==> config.mk <==
export PLATFORM = sky130hd
export DESIGN_NAME = eif_tdm_scheduler_flat
export DESIGN_NICKNAME = d
export VERILOG_FILES = /design/src/rtl/eif_tdm_scheduler_pkg.sv /design/src/rtl/eif_tdm_scheduler_if.sv /design/src/rtl/eif_tdm_scheduler_evt_fifo.sv /design/src/rtl/eif_tdm_scheduler.sv /design/src/flat_wrapper.sv
export SDC_FILE = /design/constraint.sdc
export NUM_CORES = 1
export LEC_CHECK = 0
export CAP_MARGIN = 10
export CORE_AREA = 2 2 112 114
export CTS_BUF_LIST = sky130_fd_sc_hd__clkbuf_2
export DETAILED_ROUTE_END_ITERATION = 10
export DIE_AREA = 0 0 114 116
export DONT_BUFFER_PORTS = 1
export PLACE_DENSITY_LB_ADDON = 0.05
export SYNTH_ARGS = -nofsm -noshare
export SYNTH_HDL_FRONTEND = slang
export SYNTH_SLANG_ARGS = --single-unit
==> constraint.sdc <==
create_clock -name clk -period 3.4 [get_ports clk]
set_input_delay 0.17 -clock clk [delete_from_list [all_inputs] [get_ports clk]]
set_output_delay 0.17 -clock clk [all_outputs]
set_load 0.01 [all_outputs]
==> src/rtl/eif_tdm_scheduler_pkg.sv <==
`default_nettype none
// ============================================================================
// Module      : eif_tdm_scheduler_pkg
// Description : Shared definitions for the EIF time-multiplexed scheduler:
//               FSM state encodings, default reset membrane value and the
//               neuron-index width helper.
// Revision    : 1.0 - initial release
// ============================================================================
package eif_tdm_scheduler_pkg;

    // Membrane value written at reset and after a spike.
    localparam int c_v_reset_default = 0;

    // Scheduler FSM encodings.
    localparam logic [2:0] c_st_idle   = 3'd0;
    localparam logic [2:0] c_st_select = 3'd1;
    localparam logic [2:0] c_st_issue  = 3'd2;
    localparam logic [2:0] c_st_wait   = 3'd3;
    localparam logic [2:0] c_st_write  = 3'd4;

    // Width of a neuron index; never below one bit so vectors stay legal.
    function automatic int eif_idx_w(input int n);
        return (n > 1) ? $clog2(n) : 1;
    endfunction

endpackage
`default_nettype wire

==> src/rtl/eif_tdm_scheduler_if.sv <==
`default_nettype none
// ============================================================================
// Module      : eif_tdm_scheduler_if
// Description : Bundles the scheduler's datapath request/response bus and its
//               spike-event output stream.
//               master : scheduler side (drives dp_req/dp_state/dp_current,
//                        evt_valid/evt_id)
//               slave  : datapath + event consumer side
// Revision    : 1.0 - initial release
// ============================================================================
interface eif_tdm_scheduler_if #(
    parameter int STATE_W = 8,
    parameter int CUR_W   = 8,
    parameter int IDX_W   = 2
);
    // Datapath request / response
    logic               dp_req;
    logic [STATE_W-1:0] dp_state;
    logic [CUR_W-1:0]   dp_current;
    logic               dp_ack;
    logic [STATE_W-1:0] dp_state_nx;
    logic               dp_spike;

    // Spike event stream
    logic               evt_valid;
    logic [IDX_W-1:0]   evt_id;
    logic               evt_ready;

    modport master (
        output dp_req, dp_state, dp_current, evt_valid, evt_id,
        input  dp_ack, dp_state_nx, dp_spike, evt_ready
    );

    modport slave (
        input  dp_req, dp_state, dp_current, evt_valid, evt_id,
        output dp_ack, dp_state_nx, dp_spike, evt_ready
    );

endinterface
`default_nettype wire

==> src/rtl/eif_tdm_scheduler_evt_fifo.sv <==
`default_nettype none
// ============================================================================
// Module      : eif_tdm_scheduler_evt_fifo
// Description : Small synchronous FIFO holding spiking neuron indices.
//               Ports: i_push/i_din write side, i_pop read side (ignored when
//               empty), o_dout head value (0 when empty), o_empty, and
//               o_overflow, a same-cycle flag for a push that was dropped.
// Revision    : 1.0 - initial release
// ============================================================================
module eif_tdm_scheduler_evt_fifo #(
    parameter int WIDTH = 2,
    parameter int DEPTH = 4
) (
    input  wire logic             clk,
    input  wire logic             rst,
    input  wire logic             i_push,
    input  wire logic [WIDTH-1:0] i_din,
    input  wire logic             i_pop,
    output logic      [WIDTH-1:0] o_dout,
    output logic                  o_empty,
    output logic                  o_overflow
);

    localparam int c_aw = (DEPTH > 1) ? $clog2(DEPTH) : 1;

    logic [WIDTH-1:0] r_mem [DEPTH];
    logic [c_aw-1:0]  r_wr_ptr;
    logic [c_aw-1:0]  r_rd_ptr;
    logic [c_aw:0]    r_count;

    logic w_full;
    logic w_do_push;
    logic w_do_pop;

    assign w_full    = (r_count == (c_aw+1)'(DEPTH));
    assign o_empty   = (r_count == '0);
    assign w_do_pop  = i_pop && !o_empty;
    // A pop in the same cycle frees a slot, so a full FIFO still accepts.
    assign w_do_push = i_push && (!w_full || w_do_pop);
    assign o_overflow = i_push && !w_do_push;

    assign o_dout = o_empty ? '0 : r_mem[r_rd_ptr];

    always_ff @(posedge clk) begin
        if (rst) begin
            r_wr_ptr <= '0;
            r_rd_ptr <= '0;
            r_count  <= '0;
            for (int i = 0; i < DEPTH; i++) begin
                r_mem[i] <= '0;
            end
        end else begin
            if (w_do_push) begin
                r_mem[r_wr_ptr] <= i_din;
                r_wr_ptr        <= r_wr_ptr + 1'b1;
            end
            if (w_do_pop) begin
                r_rd_ptr <= r_rd_ptr + 1'b1;
            end
            case ({w_do_push, w_do_pop})
                2'b10:   r_count <= r_count + 1'b1;
                2'b01:   r_count <= r_count - 1'b1;
                default: r_count <= r_count;
            endcase
        end
    end

endmodule
`default_nettype wire

==> src/rtl/eif_tdm_scheduler.sv <==
`default_nettype none
// ============================================================================
// Module      : eif_tdm_scheduler
// Description : Time-multiplexes one shared EIF update datapath across
//               N_NEURONS virtual neurons. Holds per-neuron membrane state and
//               refractory counters, sweeps neurons 0..N-1 on each tick and
//               queues spiking neuron indices in an event FIFO.
//               Ports: clk/rst, tick (start sweep), cur_in (packed currents),
//               refrac_cfg, en_mask, bus (datapath + event interface),
//               busy, sweep_done, overrun (sticky), mon_state (neuron 0).
// Revision    : 1.0 - initial release
// ============================================================================
module eif_tdm_scheduler
    import eif_tdm_scheduler_pkg::*;
#(
    parameter int N_NEURONS = 4,
    parameter int STATE_W   = 8,
    parameter int CUR_W     = 8,
    parameter int REFRAC_W  = 4,
    parameter int V_RESET   = c_v_reset_default,
    parameter int EVT_DEPTH = 4
) (
    input  wire logic                       clk,
    input  wire logic                       rst,
    input  wire logic                       tick,
    input  wire logic [N_NEURONS*CUR_W-1:0] cur_in,
    input  wire logic [REFRAC_W-1:0]        refrac_cfg,
    input  wire logic [N_NEURONS-1:0]       en_mask,
    eif_tdm_scheduler_if.master             bus,
    output logic                            busy,
    output logic                            sweep_done,
    output logic                            overrun,
    output logic      [STATE_W-1:0]         mon_state
);

    localparam int                 IDX_W      = eif_idx_w(N_NEURONS);
    localparam logic [STATE_W-1:0] c_v_reset  = STATE_W'(V_RESET);
    localparam logic [IDX_W-1:0]   c_last_idx = IDX_W'(N_NEURONS - 1);

    // Registered state
    logic [2:0]          r_fsm;
    logic [IDX_W-1:0]    r_idx;
    logic [STATE_W-1:0]  r_state  [N_NEURONS];
    logic [REFRAC_W-1:0] r_refrac [N_NEURONS];
    logic [CUR_W-1:0]    r_cur;
    logic                r_dp_req;
    logic [STATE_W-1:0]  r_nx;
    logic                r_spike;
    logic                r_busy;
    logic                r_sweep_done;
    logic                r_overrun;
    logic [STATE_W-1:0]  r_mon_state;

    // Combinational decode
    logic             w_skip_dis;
    logic             w_skip_refrac;
    logic             w_issue;
    logic             w_advance;
    logic             w_push;
    logic [CUR_W-1:0] w_cur_sel;
    logic [IDX_W-1:0] w_evt_id;
    logic             w_fifo_empty;
    logic             w_fifo_overflow;

    assign w_cur_sel = cur_in[r_idx*CUR_W +: CUR_W];

    // SELECT resolves to exactly one of: skip (disabled), skip (refractory)
    // or issue. Disabled takes priority so a masked neuron's refractory
    // counter is frozen along with its state.
    always_comb begin
        w_skip_dis    = 1'b0;
        w_skip_refrac = 1'b0;
        w_issue       = 1'b0;
        if (r_fsm == c_st_select) begin
            if (!en_mask[r_idx]) begin
                w_skip_dis = 1'b1;
            end else if (r_refrac[r_idx] != '0) begin
                w_skip_refrac = 1'b1;
            end else begin
                w_issue = 1'b1;
            end
        end
    end

    assign w_advance = w_skip_dis || w_skip_refrac || (r_fsm == c_st_write);
    assign w_push    = (r_fsm == c_st_write) && r_spike;

    // ------------------------------------------------------------------
    // Sequencer
    // ------------------------------------------------------------------
    always_ff @(posedge clk) begin
        if (rst) begin
            r_fsm        <= c_st_idle;
            r_idx        <= '0;
            r_cur        <= '0;
            r_dp_req     <= 1'b0;
            r_nx         <= '0;
            r_spike      <= 1'b0;
            r_busy       <= 1'b0;
            r_sweep_done <= 1'b0;
            r_overrun    <= 1'b0;
            r_mon_state  <= c_v_reset;
        end else begin
            r_sweep_done <= 1'b0;
            r_mon_state  <= r_state[0];

            if ((tick && r_busy) || w_fifo_overflow) begin
                r_overrun <= 1'b1;
            end

            case (r_fsm)
                c_st_idle: begin
                    if (tick) begin
                        r_idx  <= '0;
                        r_busy <= 1'b1;
                        r_fsm  <= c_st_select;
                    end
                end
                c_st_select: begin
                    if (w_issue) begin
                        r_cur    <= w_cur_sel;
                        r_dp_req <= 1'b1;
                        r_fsm    <= c_st_issue;
                    end
                end
                c_st_issue: begin
                    r_fsm <= c_st_wait;
                end
                c_st_wait: begin
                    // Acks seen in any other state are ignored.
                    if (bus.dp_ack) begin
                        r_nx     <= bus.dp_state_nx;
                        r_spike  <= bus.dp_spike;
                        r_dp_req <= 1'b0;
                        r_fsm    <= c_st_write;
                    end
                end
                c_st_write: begin
                    r_fsm <= c_st_write;
                end
                default: begin
                    r_fsm    <= c_st_idle;
                    r_busy   <= 1'b0;
                    r_dp_req <= 1'b0;
                end
            endcase

            // Skips and writes both move on to the next neuron; the last
            // neuron closes the sweep.
            if (w_advance) begin
                if (r_idx == c_last_idx) begin
                    r_fsm        <= c_st_idle;
                    r_busy       <= 1'b0;
                    r_sweep_done <= 1'b1;
                end else begin
                    r_idx <= r_idx + 1'b1;
                    r_fsm <= c_st_select;
                end
            end
        end
    end

    // ------------------------------------------------------------------
    // Per-neuron membrane and refractory storage
    // ------------------------------------------------------------------
    always_ff @(posedge clk) begin
        if (rst) begin
            for (int i = 0; i < N_NEURONS; i++) begin
                r_state[i]  <= c_v_reset;
                r_refrac[i] <= '0;
            end
        end else if (w_skip_refrac) begin
            r_refrac[r_idx] <= r_refrac[r_idx] - 1'b1;
            r_state[r_idx]  <= c_v_reset;
        end else if (r_fsm == c_st_write) begin
            if (r_spike) begin
                r_state[r_idx]  <= c_v_reset;
                r_refrac[r_idx] <= refrac_cfg;
            end else begin
                r_state[r_idx] <= r_nx;
            end
        end
    end

    // ------------------------------------------------------------------
    // Spike event FIFO
    // ------------------------------------------------------------------
    eif_tdm_scheduler_evt_fifo #(
        .WIDTH (IDX_W),
        .DEPTH (EVT_DEPTH)
    ) u_evt_fifo (
        .clk        (clk),
        .rst        (rst),
        .i_push     (w_push),
        .i_din      (r_idx),
        .i_pop      (bus.evt_ready),
        .o_dout     (w_evt_id),
        .o_empty    (w_fifo_empty),
        .o_overflow (w_fifo_overflow)
    );

    // Outputs
    assign bus.dp_req     = r_dp_req;
    assign bus.dp_state   = r_state[r_idx];
    assign bus.dp_current = r_cur;
    assign bus.evt_valid  = !w_fifo_empty;
    assign bus.evt_id     = w_evt_id;
    assign busy           = r_busy;
    assign sweep_done     = r_sweep_done;
    assign overrun        = r_overrun;
    assign mon_state      = r_mon_state;

endmodule
`default_nettype wire

==> src/flat_wrapper.sv <==
// flat-port wrapper written by rule: the top's interface ports become plain ports
module eif_tdm_scheduler_flat import eif_tdm_scheduler_pkg::*;
#(
    parameter int N_NEURONS = 4,
    parameter int STATE_W   = 8,
    parameter int CUR_W     = 8,
    parameter int REFRAC_W  = 4,
    parameter int V_RESET   = c_v_reset_default,
    parameter int EVT_DEPTH = 4
)
  (clk, rst, tick, cur_in, refrac_cfg, en_mask, busy, sweep_done, overrun, mon_state, bus_dp_req, bus_dp_state, bus_dp_current, bus_evt_valid, bus_evt_id, bus_dp_ack, bus_dp_state_nx, bus_dp_spike, bus_evt_ready);
  eif_tdm_scheduler_if #(.STATE_W(STATE_W), .CUR_W(CUR_W), .IDX_W((2))) bus_i ();
  input  wire logic clk;
  input  wire logic rst;
  input  wire logic tick;
  input  wire logic [N_NEURONS*CUR_W-1:0] cur_in;
  input  wire logic [REFRAC_W-1:0] refrac_cfg;
  input  wire logic [N_NEURONS-1:0] en_mask;
  output logic busy;
  output logic sweep_done;
  output logic overrun;
  output logic      [STATE_W-1:0] mon_state;
  output wire logic [$bits(bus_i.dp_req)-1:0] bus_dp_req;
  output wire logic [$bits(bus_i.dp_state)-1:0] bus_dp_state;
  output wire logic [$bits(bus_i.dp_current)-1:0] bus_dp_current;
  output wire logic [$bits(bus_i.evt_valid)-1:0] bus_evt_valid;
  output wire logic [$bits(bus_i.evt_id)-1:0] bus_evt_id;
  input wire logic [$bits(bus_i.dp_ack)-1:0] bus_dp_ack;
  input wire logic [$bits(bus_i.dp_state_nx)-1:0] bus_dp_state_nx;
  input wire logic [$bits(bus_i.dp_spike)-1:0] bus_dp_spike;
  input wire logic [$bits(bus_i.evt_ready)-1:0] bus_evt_ready;
  assign bus_dp_req = bus_i.dp_req;
  assign bus_dp_state = bus_i.dp_state;
  assign bus_dp_current = bus_i.dp_current;
  assign bus_evt_valid = bus_i.evt_valid;
  assign bus_evt_id = bus_i.evt_id;
  assign bus_i.dp_ack = bus_dp_ack;
  assign bus_i.dp_state_nx = bus_dp_state_nx;
  assign bus_i.dp_spike = bus_dp_spike;
  assign bus_i.evt_ready = bus_evt_ready;
  eif_tdm_scheduler #(.N_NEURONS(N_NEURONS), .STATE_W(STATE_W), .CUR_W(CUR_W), .REFRAC_W(REFRAC_W), .V_RESET(V_RESET), .EVT_DEPTH(EVT_DEPTH)) u_core (.clk(clk), .rst(rst), .tick(tick), .cur_in(cur_in), .refrac_cfg(refrac_cfg), .en_mask(en_mask), .bus(bus_i), .busy(busy), .sweep_done(sweep_done), .overrun(overrun), .mon_state(mon_state));
endmodule
==> impl_metrics.yaml <==
layout:
  final_util_pct: 44.1
  drive_above_1_share_pct: 13.4
  nFillCells: 1139
  nNetsFinal: 470
  diodes: 0
  syn2layout_area_growth_pct: 14.5
  design_area_sq_mm: 0.00526
routing:
  dr.pass1.iters: 4
  drcViolationCount: 0
  drtAntennaViolNets: 0
  vias_per_cell: 5.32
  post_drt_wl_per_cell_um: 18.6
  drt_iter0_drc: 121
  vias: 3007
  totalWireLength_um: 10500
synth:
  synth-edff-count: 56
  synth.top_cell.area_share_pct: 36.6
  ys_seq_area_share_pct: 55.4
  synth_fp_nets: 440
  yosys.area.top_type: "edfxtp_1"
  ys.flop_type: "edfxtp_1"
  yosysMostFrequentCell: "edfxtp_1"
  synthTopCellsByArea: "edfxtp_1 37%, dfxtp_1 19%, mux4_2 10%"
  syn_area_sq_mm: 0.00459
  synthArstFlopShare_pct: 0
  synth_warnings: 0
  ys_top_cells_by_count: "56 x edfxtp_1, 43 x dfxtp_1, 35 x nand2_1, 30 x nor2_1, 25 x and3_1"
  syn_inst: 383
  synth_seq_cells: 99
  syn_area_per_cell_sq_um: 12.0
  yosysUniqueCellTypes: 51
floorplanning:
  initial_utilization_pct: 38.6
  rows: 40
  die_w_um: 114
  core-area_sq_mm: 0.0119
  dieArea_sq_mm: 0.0132
  ios: 85
  die_h_um: 116
cts:
  path_clk_slew_ps: 270
  cts_tree: "yes"
  cts_max_level: 3
  cts_resized: 0
  clock-sinks: 99
  clockRootBuffer: "clkbuf_2"
  clk-insertion-delay-late_ps: 620
  clock_path_buffers: 2
  numCtsBuffers: 9
setup_path:
  cp_max_fo: 13
  r2r_end: "u_core.r_nx[1]"
  startpoint_type: "flip-flop"
  slowest_delay_ps: 640
  ff2ff_path_depth: 6
  worstPathRequired_ps: 3980
  end_kind: "flip-flop"
  cp_cell_sequence: "nand3_1, nor2_1, nand2_1, dlygate4sd3_1, a21oi_1, dlygate4sd3_1"
  crit_slowest_cell: "nor2_1"
  cpMostUsedCell: "dlygate4sd3_1"
  cp_num_buf_inv: 2
  path_delay_family: "buffers and inverters"
  critPathKind: "flip-flop to flip-flop"
  r2r_slack_ps: 500
  critPathArrivalTime_ps: 3480
  r2r-start: "u_core.r_fsm[1]"
place:
  place_area_sq_mm: 0.00471
  gp_congestion: 0.760
  dp_hpwl_um: 6890
  port_buffers: 0
global_routing:
  antenna_found_initial: 0
  grt_pass1_wl_um: 16600
  grt_usage_pct: 16.7
  grt_max_degree: 52
  overflow: 0
  grt_pass1_vias: 3087
power_and_ir_drop:
  seq_power_share_pct: 54.5
  irDropWorstVdd_mv: 0.185
  internal_power_mw: 1.84
  combPwrFrac_pct: 20.2
  switchingPower_mw: 0.746
  p_per_area_mw_per_mm2: 492
  power.leakage_nw: 1.90
  swShare_pct: 28.8
  pwr-share-clk_pct: 25.3
timing:
  finalHoldViolCount: 0
  fin_skew_ps: 28.9
  rsz0062_at_grt: "no"
  min_period_ps: 2900
  slew_violations: 0
  slew_headroom_pct: 47.3
  setup_viol_count_final: 0
  setup-tns-final_ps: 0
  finalCritPeriodShare_pct: 85.4
  max_freq_mhz: 345
  worst_pin_slew_ps: 788
  hold_slack_ps: 80.9
flow_run:
  drv_cap: 0
worst_hold_path:
  hold_class: "input pin to flip-flop"
  whs_endpoint: "u_core.r_state[3][2]"
  hold-path-cell-count: 3
  worst_hold_startpoint: "rst"
status:
  status: "complete, no violations"
[tightest hold or removal path, stage by stage]
cell and delay, ps:
nor3_2 20, buf_4 200, and2_1 180
[sequential cells by signal, indices dropped and copies added (netlist names), named ones only]
| name | cells |
|---|---|
| u_core.r_spike | 1 |
| u_core.busy | 1 |
| u_core.r_fsm | 3 |
| u_core.r_nx | 8 |
| u_core.u_evt_fifo.r_count | 3 |
| u_core.mon_state | 8 |
| u_core.overrun | 1 |
| u_core.r_refrac | 16 |
| u_core.r_idx | 2 |
| u_core.bus.dp_req | 1 |
| u_core.u_evt_fifo.r_rd_ptr | 2 |
| u_core.bus.dp_current | 8 |
| u_core.r_state | 32 |
| u_core.u_evt_fifo.r_mem | 8 |
| u_core.sweep_done | 1 |
| u_core.u_evt_fifo.r_wr_ptr | 2 |
[per-layer routing]
metal  share of wire (%)  GRT usage, %  vias up
met5                   0             0        -
met4                0.96          6.10        0
met3                 6.7          5.44       10
met2                  48          27.6       80
met1                  45          20.7     1451
li1                    -             -     1466
[area by class of cell]
class	count	area [sq um]	share of cell area, %
Sequential cell	99	2540	48.4
Multi-Input combinational cell	247	1900	36.1
Timing Repair Buffer	46	455	8.66
Tap cell	147	184	3.50
Clock inverter	5	85.1	1.62
Clock buffer	11	55.1	1.05
Inverter	10	37.5	0.714
[how the worst max path moves through the flow]
stage	from	to	slack (ps)	cells past startpoint
after global routing	u_core.r_fsm[0]	u_core.r_nx[1]	310	6
after detailed placement	u_core.r_idx[0]	u_core.r_refrac[2][1]	610	8
after floorplan	u_core.r_idx[1]	u_core.r_refrac[0][0]	770	10
after CTS	u_core.r_idx[0]	u_core.r_refrac[2][3]	580	8
final	u_core.r_fsm[1]	u_core.r_nx[1]	500	6
after global placement	u_core.r_idx[0]	u_core.r_refrac[2][0]	630	8
[logic make-up (layout without fill, tap and decap cells)]
logic type,after synthesis,after routing,synth area share (%)
multiplexers,33,33,13.7
adder cells (fa/ha/maj),3,3,0.981
AND/OR/NAND/NOR,159,159,18.2
flip-flops,99,99,55.4
XOR/XNOR,8,8,1.53
buffers and inverters,37,72,3.57
AO/OA/AOI/OAI,44,44,6.73
[through the flow]
| stage | worst slack, ps | power, mW | std cells |
|---|---|---|---|
| floorplan | 774 | 1.82 | 383 |
| global placement | 626 | 1.90 | 509 |
| detailed placement | 614 | 1.91 | 509 |
| CTS | 581 | 2.63 | 565 |
| global route | 309 | 2.73 | 565 |
| finish | 498 | 2.59 | 565 |
[power by group through the flow]
| stage | combinational (mW) | sequential (mW) | clock [mW] |
|---|---|---|---|
| after global placement | 0.464 | 1.44 | 0 |
| after global routing | 0.584 | 1.42 | 0.725 |
| after CTS | 0.530 | 1.41 | 0.685 |
| after floorplan | 0.402 | 1.41 | 0 |
| final | 0.522 | 1.41 | 0.655 |
| after detailed placement | 0.470 | 1.44 | 0 |
[what timing repair did]
item / 4_1_cts / 5_1_grt
buffers inserted: 0 / 0
hold buffers: 40 / 0
hold endpoints to repair: 85 / 0
[layout by cell type (no fill, tap or decap), types with 2 or more instances in the layout]
master and count:
xor2_1 2, mux2i_1 9, nor2b_1 13, o31ai_1 4, nor2_1 30, nor3b_1 4
nor3_1 18, a21o_1 4, nand2b_1 5, o21ai_0 10, and3_1 25, dlygate4sd3_1 39
a21oi_1 12, edfxtp_1 56, and2_1 10, dfxtp_1 42, nor4_1 5, clkbuf_2 11
xnor2_1 6, ha_1 2, buf_4 6, inv_1 10, mux4_1 2, nor3_2 3
nand2_1 35, bufinv_16 2, a221oi_1 2, nand3_1 3, mux4_2 21
No activity file was read; power rests on OpenSTA's default activity.
